**src/rtl/mul_div_unit.sv**
```systemverilog
// Iterative multiply/divide unit: one result bit per clock, result written back
// to the register file through a one-cycle writeEn pulse.
module mul_div_unit #(
  parameter int WIDTH   = 16,
  parameter int REGBITS = 4
) (
  input  logic               clk,
  input  logic               reset,
  input  logic               start,
  input  logic [1:0]         op,
  input  logic [WIDTH-1:0]   opA,
  input  logic [WIDTH-1:0]   opB,
  input  logic [REGBITS-1:0] dstIn,
  output logic               busy,
  output logic               done,
  output logic               writeEn,
  output logic [REGBITS-1:0] writeAddr,
  output logic [WIDTH-1:0]   writeData,
  output logic [WIDTH-1:0]   resultHi,
  output logic               divZero,
  output logic [1:0]         o_dbg_state
);

  // Handshake: start is taken only in IDLE; busy covers RUN/DZERO; done and
  // writeEn pulse together for exactly one cycle with the captured address.
  localparam int CW = (WIDTH > 1) ? $clog2(WIDTH) : 1;

  typedef enum logic [1:0] {S_IDLE, S_RUN, S_DZERO, S_DONE} state_t;

  state_t               r_state, w_next;
  logic [CW-1:0]        r_cnt;
  logic                 r_div, r_neg_res, r_neg_a;
  logic [WIDTH-1:0]     r_b, r_q;
  logic [WIDTH:0]       r_p;
  logic [REGBITS-1:0]   r_waddr;
  logic [WIDTH-1:0]     r_wdata, r_rhi;
  logic                 r_done, r_dz;

  logic                 w_accept, w_dz, w_last, w_sa, w_sb, w_ge;
  logic [WIDTH-1:0]     w_mag_a, w_mag_b, w_nq, w_res_lo, w_res_hi, w_quo, w_rem;
  logic [WIDTH:0]       w_addend, w_sum, w_sh, w_np;
  logic [WIDTH+1:0]     w_diff;
  logic [2*WIDTH-1:0]   w_prod, w_prod_s;

  assign w_accept = (r_state == S_IDLE) && start;
  assign w_dz     = op[1] && (opB == '0);
  assign w_last   = (r_cnt == CW'(WIDTH - 1));
  assign w_sa     = op[0] && opA[WIDTH-1];
  assign w_sb     = op[0] && opB[WIDTH-1];
  // The most negative value negates to itself, which reads correctly as unsigned.
  assign w_mag_a  = w_sa ? -opA : opA;
  assign w_mag_b  = w_sb ? -opB : opB;

  always_ff @(posedge clk or negedge reset) begin
    if (!reset) r_state <= S_IDLE;
    else        r_state <= w_next;
  end

  always_comb begin
    w_next = r_state;
    case (r_state)
      S_IDLE:  if (start) w_next = w_dz ? S_DZERO : S_RUN;
      S_RUN:   if (w_last) w_next = S_DONE;
      S_DZERO: w_next = S_DONE;
      S_DONE:  w_next = S_IDLE;
      default: w_next = S_IDLE;
    endcase
  end

  // Multiply step: conditional add then shift {p, q} right by one.
  // Divide step: shift remainder left pulling the next dividend bit, restore on borrow.
  always_comb begin
    w_addend = r_q[0] ? {1'b0, r_b} : '0;
    w_sum    = r_p + w_addend;
    w_sh     = {r_p[WIDTH-1:0], r_q[WIDTH-1]};
    w_diff   = {1'b0, w_sh} - {2'b00, r_b};
    w_ge     = ~w_diff[WIDTH+1];
    if (r_div) begin
      w_np = w_ge ? w_diff[WIDTH:0] : w_sh;
      w_nq = {r_q[WIDTH-2:0], w_ge};
    end else begin
      w_np = {1'b0, w_sum[WIDTH:1]};
      w_nq = {w_sum[0], r_q[WIDTH-1:1]};
    end
    w_prod   = {w_np[WIDTH-1:0], w_nq};
    w_prod_s = r_neg_res ? -w_prod : w_prod;
    w_quo    = r_neg_res ? -w_nq : w_nq;
    w_rem    = r_neg_a ? -w_np[WIDTH-1:0] : w_np[WIDTH-1:0];
    w_res_lo = r_div ? w_quo : w_prod_s[WIDTH-1:0];
    w_res_hi = r_div ? w_rem : w_prod_s[2*WIDTH-1:WIDTH];
  end

  always_ff @(posedge clk or negedge reset) begin
    if (!reset) begin
      r_cnt     <= '0;
      r_div     <= 1'b0;
      r_neg_res <= 1'b0;
      r_neg_a   <= 1'b0;
      r_b       <= '0;
      r_q       <= '0;
      r_p       <= '0;
      r_waddr   <= '0;
      r_wdata   <= '0;
      r_rhi     <= '0;
      r_done    <= 1'b0;
      r_dz      <= 1'b0;
    end else begin
      r_done <= ((r_state == S_RUN) && w_last) || (r_state == S_DZERO);
      r_dz   <= (r_state == S_DZERO);
      if (w_accept) begin
        r_div     <= op[1];
        r_neg_res <= w_sa ^ w_sb;
        r_neg_a   <= w_sa;
        r_b       <= w_mag_b;
        r_q       <= w_dz ? opA : w_mag_a;
        r_p       <= '0;
        r_cnt     <= '0;
        r_waddr   <= dstIn;
      end else if (r_state == S_RUN) begin
        r_p   <= w_np;
        r_q   <= w_nq;
        r_cnt <= r_cnt + 1'b1;
        if (w_last) begin
          r_wdata <= w_res_lo;
          r_rhi   <= w_res_hi;
        end
      end else if (r_state == S_DZERO) begin
        r_wdata <= '1;
        r_rhi   <= r_q;
      end
    end
  end

  assign busy        = (r_state == S_RUN) || (r_state == S_DZERO);
  assign done        = r_done;
  assign writeEn     = r_done;
  assign divZero     = r_dz;
  assign writeAddr   = r_waddr;
  assign writeData   = r_wdata;
  assign resultHi    = r_rhi;
  assign o_dbg_state = r_state;

endmodule

```
**config.mk**
```make
export PLATFORM = sky130hd
export DESIGN_NAME = mul_div_unit
export DESIGN_NICKNAME = d
export VERILOG_FILES = /design/src/rtl/mul_div_unit.sv
export SDC_FILE = /design/constraint.sdc
export NUM_CORES = 1
export LEC_CHECK = 0
export BUFFER_PORTS_ARGS = -buffer_cell sky130_fd_sc_hd__buf_4
export CAP_MARGIN = 20
export CORE_MARGIN = 10
export CORE_UTILIZATION = 55
export CTS_BUF_LIST = sky130_fd_sc_hd__clkbuf_2 sky130_fd_sc_hd__clkbuf_4 sky130_fd_sc_hd__clkbuf_8
export DETAILED_ROUTE_END_ITERATION = 12
export GPL_TIMING_DRIVEN = 0
export PLACE_DENSITY_LB_ADDON = 0.05
export SKIP_LAST_GASP = 1
export SLEW_MARGIN = 40
export SYNTH_ARGS = -nofsm -noshare
export SYNTH_HDL_FRONTEND = slang
export SYNTH_SLANG_ARGS = --single-unit
```
**constraint.sdc**
```tcl
create_clock -name clk -period 8.7 [get_ports clk]
set_input_delay 1.74 -clock clk [delete_from_list [all_inputs] [get_ports clk]]
set_output_delay 1.74 -clock clk [all_outputs]
set_load 0.02 [all_outputs]
```
# After elaboration in Yosys (flattened, before gate mapping)
# Cells that the tools add are included.
dict set report word_totals {
  regBits 96
  inputBits 41
  output_inout_bits 42
  wordCells 71
}
dict set report op_classes {
  add_sub_neg 8
  n_eq_ne 6
  mux 28
  bitwise_logic 3
  reduce_logical 13
}
# op count
set op_table {}
lappend op_table {{$mux 16} 17}
lappend op_table {{$mux 17} 4}
lappend op_table {{$neg 16->16} 4}
lappend op_table {{$mux 32} 1}
lappend op_table {{$neg 32->32} 1}
lappend op_table {{$sub 17x16->18} 1}
lappend op_table {{$add 17x16->17} 1}
lappend op_table {{$logic_not 16->1} 1}
lappend op_table {{$mux 4} 2}
lappend op_table {{$pmux 2 s4} 1}
lappend op_table {{$mux 2} 3}
lappend op_table {{$logic_and 1x1->1} 5}
lappend op_table {{$add 4x1->4 const B} 1}
lappend op_table {{$eq 2x2->1 const B} 2}
lappend op_table {{$eq 4x4->1 const B} 1}
lappend op_table {{$ne 2x2->1 const B} 2}
lappend op_table {{$reduce_bool 2->1} 2}
lappend op_table {{$reduce_and 3->1} 1}
lappend op_table {{$eq 2x1->1 const B} 1}
lappend op_table {{$logic_not 2->1} 1}
lappend op_table {{$logic_or 1x1->1} 2}
lappend op_table {{$not 1->1} 2}
lappend op_table {{$reduce_and 2->1} 1}
lappend op_table {{$xor 1x1->1} 1}

# Depth between registers and ports, before layout
dict set report logic_depth {
  depth_word 8
  ltp_mapped 19
  depth_no_buf 17
}

# Worst setup path after synthesis
# Ideal clock, no wire load.
dict set report synth_timing {
  path_kind {flip-flop to flip-flop}
  start {register r_p[13]}
  end {register r_rhi[14] (netlist: resultHi[14])}
  setup_time_ps 129
  arrival_ps 3924
  required_time_ps 8571
  setup_slack_ps 4648
  path_stages_with_launch 16
  n_path_buf 1
  period_less_slack_ps 4052
  path_cell_list {dfrtp_1 ha_1 a21o_1 a211o_1 buf_2 nor4_2 o21bai_1 ha_1 nand3_1 or3b_1 o41ai_2 or2_1 nand3_1 o31ai_1 xor2_1 o21ai_1}
}
dict set report synth_via {
  elab_chain_len 8
  elab_cells_between_ends 13
  classes_between {add/sub (4); mux (8); bitwise (1)}
}
# item line
set synth_rtl {}
lappend synth_rtl {{start: declaration} 34} ;# logic [WIDTH:0] r_p;
lappend synth_rtl {{start signal: assignment} 120} ;# r_p <= w_np;
lappend synth_rtl {{$sub 17x16->18} 76} ;# w_diff = {1'b0, w_sh} - {2'b00, r_b};
lappend synth_rtl {{$mux 17 / $not 1->1 (equally long branches)} {79, 77}}
lappend synth_rtl {{$mux 17 / $mux 16 (equally long branches)} 78} ;# if (r_div) begin
lappend synth_rtl {{$neg 32->32 / $neg 16->16 (equally long branches)} {86, 88}}
lappend synth_rtl {{$mux 32 / $mux 16 (equally long branches)} {86, 88}}
lappend synth_rtl {{$mux 16 (*)} 90} ;# w_res_hi = r_div ? w_rem : w_prod_s[2*WIDTH-1:WIDTH];
lappend synth_rtl {{$mux 16 (*)} 123} ;# if (w_last) begin
lappend synth_rtl {{$mux 16 (*)} 119} ;# end else if (r_state == S_RUN) begin
lappend synth_rtl {{end signal: assignment} 125} ;# r_rhi <= w_res_hi;
lappend synth_rtl {{end signal: assignment} 129} ;# r_rhi <= r_q;
lappend synth_rtl {{end: declaration} 36} ;# logic [WIDTH-1:0] r_wdata, r_rhi;
# Every way passes the cells marked *; elsewhere a longest branch is shown, timed or not. The select of a mux whose other input is x is not followed.
# A chain may end at the register's enable or synchronous reset.

# Worst setup path in the final report
dict set report layout_timing {
  start {register r_div}
  end {register r_rhi[2] (netlist: resultHi[2])}
}
dict set report layout_via {
  elab_chain_len 6
  elab_cells_between_ends 9
  classes_between {add/sub (2); mux (7)}
}
# item line
set layout_rtl {}
lappend layout_rtl {{start: declaration} 32} ;# logic r_div, r_neg_res, r_neg_a;
lappend layout_rtl {{start signal: assignment} 111} ;# r_div <= op[1];
lappend layout_rtl {{$mux 16 / $mux 17 (equally long branches)} 78}
lappend layout_rtl {{$neg 32->32 / $neg 16->16 (equally long branches)} {86, 88}}
lappend layout_rtl {{$mux 32 / $mux 16 (equally long branches)} {86, 88}}
lappend layout_rtl {{$mux 16 (*)} 90}
lappend layout_rtl {{$mux 16 (*)} 123}
lappend layout_rtl {{$mux 16 (*)} 119}
# Marked as above.

==> flow_summary.json <==
{
  "worst_path_largest_cell_delay_ns": 0.57,
  "path_cells": "buf_4 -> clkbuf_1 -> buf_2 -> buf_2 -> buf_2 -> buf_1 -> clkbuf_1 -> o21bai_1 -> ha_1 -> nand3_1 -> or3b_1 -> o41ai_2 -> a21oi_1 -> a31oi_1 -> xnor2_1 -> a211oi_1 -> a21o_1",
  "post-dp-hpwl_mm": 19.58,
  "max_cap_violations": 0,
  "routed_wirelength_mm": 24.96,
  "crit-reg2reg-launch": "r_div",
  "design_area_mm2": 0.009030,
  "critical_path.max_fanout": 10,
  "hp-start": "resultHi[8]",
  "timing.reg2reg.worst_path_depth": 17,
  "synthFlopType": "sky130_fd_sc_hd__dfrtp_1",
  "r2r_path_end": "resultHi[2]",
  "placement.cell_area_mm2": 0.008810,
  "clock_tree_from_tritoncts": "yes",
  "die_width_um": 140.3,
  "setup_total_negative_slack_ns": 0,
  "postCtsSetupBuffers": 0,
  "placement_rows": 43,
  "place_congestion": 0.9758,
  "placement.io_buffers": 82,
  "postSynthNetCount": 1031,
  "synth_cell_types": 86,
  "startpoint": "r_div",
  "worst_slew_margin_rel_pct": 47.84,
  "htree_num_levels": 3,
  "critPathKind": "register to register",
  "synthTopCellsByCount": "sky130_fd_sc_hd__nand2_1 (108), sky130_fd_sc_hd__dfrtp_1 (96), sky130_fd_sc_hd__nor2_1 (82)",
  "clock_sinks": 96,
  "fin_worst_skew_ns": 0.01574,
  "unrepaired_setup_endpoints_after_global_routing": "false",
  "status": "complete, no violations",
  "first_pass_iters": 5,
  "timing.final.crit_period_ns": 5.393,
  "grt_first_pass_wirelength_mm": 39.79,
  "synth.area.top_cells": "sky130_fd_sc_hd__dfrtp_1 (30%), sky130_fd_sc_hd__ha_1 (6.3%), sky130_fd_sc_hd__nand2_1 (5.1%)",
  "post_synth_inst_count": 948,
  "worstSetupStartpointType": "register",
  "cts.root.buffer_cell": "sky130_fd_sc_hd__clkbuf_8",
  "worst_path_dominant_cell_family": "compound AO/OA/AOI/OAI gates",
  "tightest_slew_ns": 0.7743,
  "layout_worst_path_cycle_share_pct": 61.99,
  "critical_path.endpoint": "resultHi[2]",
  "synth_enable_flop_cells": 0,
  "route.detailed.drc": 0,
  "cts-buffers-inserted": 9,
  "antenna_found_initial": 0,
  "clkLatencyLatePin_ns": 0.41,
  "r2r_slack_ns": 3.31,
  "post_synth_instance_area_mm2": 0.007954,
  "ys_seq_elements": 96,
  "layout-area-overhead-vs-synth_pct": 13.53,
  "initialDrtViolationCount": 625,
  "ios": 83,
  "crit_path_top_delay_cell": "sky130_fd_sc_hd__o41ai_2",
  "critical_path_buf_inv_count": 7,
  "cts.hold.buffers_added": 0,
  "starting_density_pct": 56.64,
  "synth-warning-count": 0,
  "setup.worst_path.end_class": "register",
  "fraction_of_registers_with_async_set_reset_pct": 100.0,
  "layout.nets": 1124,
  "synth_top_cell_area_share_pct": 30.20,
  "final_antenna_diode_count": 0,
  "final_antenna_net_count": 0,
  "yosys.cell_count.top_type": "sky130_fd_sc_hd__nand2_1",
  "num_vias": 7673,
  "largest_net_degree_at_the_start_of_global_routing": 97,
  "timing.hold.worst.class": "register to register",
  "grt_usage_pct": 24.93,
  "max_clock_freq_mhz": 185.4,
  "synth_largest_area_cell": "sky130_fd_sc_hd__dfrtp_1",
  "avgRoutedWirePerCell_um": 20.36,
  "finalSetupViolCount": 0,
  "die_h_um": 140.3,
  "crit_path_frequent_cell": "sky130_fd_sc_hd__buf_2",
  "viasPerCell": 6.259,
  "critical_path_cell_count": 17,
  "postCtsResizedCells": 0,
  "worstPathRequired_ns": 9.06,
  "core_area_mm2": 0.01404,
  "cp_arrival_ns": 5.75,
  "syn_area_per_cell_um2": 8.390,
  "report.final.hold_viol_count": 0,
  "layout-drive-gt1-share_pct": 13.96,
  "synth.yosys.seq_area_share_pct": 30.20,
  "global_route.overflow_total": 0,
  "die_area_mm2": 0.01967,
  "clkSlewWorstSetupHoldPaths_ns": 0.11,
  "grt_pass1_vias": 7353,
  "finalMaxSlewViolations": 0,
  "clockBufferDepth": 2
}
## flip-flops by register name, indices dropped and copies added, names as in the netlist, 2 cells and up
| signal | count |
|---|---|
| writeAddr | 4 |
| r_q | 16 |
| o_dbg_state | 2 |
| r_b | 16 |
| r_cnt | 4 |
| writeData | 16 |
| resultHi | 16 |
| r_p | 17 |
## worst register-to-register path, cell delays in order, from the launching register on
cell and delay [ns]:
sky130_fd_sc_hd__dfrtp_1 0.38, sky130_fd_sc_hd__buf_4 0.17, sky130_fd_sc_hd__clkbuf_1 0.27, sky130_fd_sc_hd__buf_2 0.29, sky130_fd_sc_hd__buf_2 0.24, sky130_fd_sc_hd__buf_2 0.25, sky130_fd_sc_hd__buf_1 0.35, sky130_fd_sc_hd__clkbuf_1 0.40
sky130_fd_sc_hd__o21bai_1 0.47, sky130_fd_sc_hd__ha_1 0.27, sky130_fd_sc_hd__nand3_1 0.13, sky130_fd_sc_hd__or3b_1 0.49, sky130_fd_sc_hd__o41ai_2 0.58, sky130_fd_sc_hd__a21oi_1 0.12, sky130_fd_sc_hd__a31oi_1 0.20, sky130_fd_sc_hd__xnor2_1 0.09
sky130_fd_sc_hd__a211oi_1 0.52, sky130_fd_sc_hd__a21o_1 0.13
## metal layers
layer / wire (um) / vias to the layer above / track usage (%)
met2: 10800 / 369 / 36.82
met4: 448 / 0 / 7.065
met5: 0 / - / 0
met3: 2400 / 37 / 6.558
met1: 11320 / 3637 / 34.89
li1: - / 3630 / -
## area by class of cell
cell class / instances / area (um^2)
plain buffers: 48 / 214.0
inverters: 36 / 135.1
well taps: 180 / 225.2
multi-input cells: 768 / 5211
clock inverters: 7 / 95.09
repair buffers: 82 / 623.1
fillers: 1298 / 5012
clock buffers: 9 / 123.9
flip-flops and latches: 96 / 2402
## cells in the final DEF (no fill, tap or decap), types with 30 or more instances in the layout
| master | n |
|---|---|
| sky130_fd_sc_hd__nor2_1 | 82 |
| sky130_fd_sc_hd__dfrtp_1 | 96 |
| sky130_fd_sc_hd__xor2_1 | 37 |
| sky130_fd_sc_hd__mux2i_1 | 30 |
| sky130_fd_sc_hd__nand2_1 | 108 |
| sky130_fd_sc_hd__o21ai_0 | 66 |
| sky130_fd_sc_hd__ha_1 | 40 |
| sky130_fd_sc_hd__a21oi_1 | 67 |
| sky130_fd_sc_hd__xnor2_1 | 36 |
| sky130_fd_sc_hd__clkbuf_1 | 32 |
| sky130_fd_sc_hd__buf_4 | 83 |
| sky130_fd_sc_hd__inv_1 | 36 |
## per-stage QoR
| step | setup WS [ns] | std cells | util (%) | hold slack, ns |
|---|---|---|---|---|
| global placement | 3.526 | 1210 | 62.63 | 0.4639 |
| floorplan | 4.648 | 948 | - | 0.4632 |
| finish | 3.307 | 1226 | 64.31 | 0.4882 |
| CTS | 3.539 | 1226 | 64.30 | 0.4931 |
| global route | 3.106 | 1226 | 64.31 | 0.5089 |
| detailed placement | 3.556 | 1210 | 62.74 | 0.4673 |
## cell families after synthesis
family / synth area share, %
buffers and inverters: 4.373
AOI/OAI and AO/OA: 25.23
and+or+nand+nor: 20.17
muxes: 5.191
DFF: 30.20
adders and majority gates: 6.796
xor gates and xnor gates: 8.038
## how the worst min path moves through the flow
stage                        end  slack (ns)  cells past startpoint
floorplan                r_b[10]        0.46                      2
global placement    writeAddr[3]        0.46                      2
detailed placement   resultHi[8]        0.47                      1
CTS                  resultHi[8]        0.49                      1
global route         resultHi[8]        0.51                      1
finish               resultHi[8]        0.49                      1
Power is not shown: default switching activity piles up to over one toggle a cycle in this logic, so the estimate is an artifact.
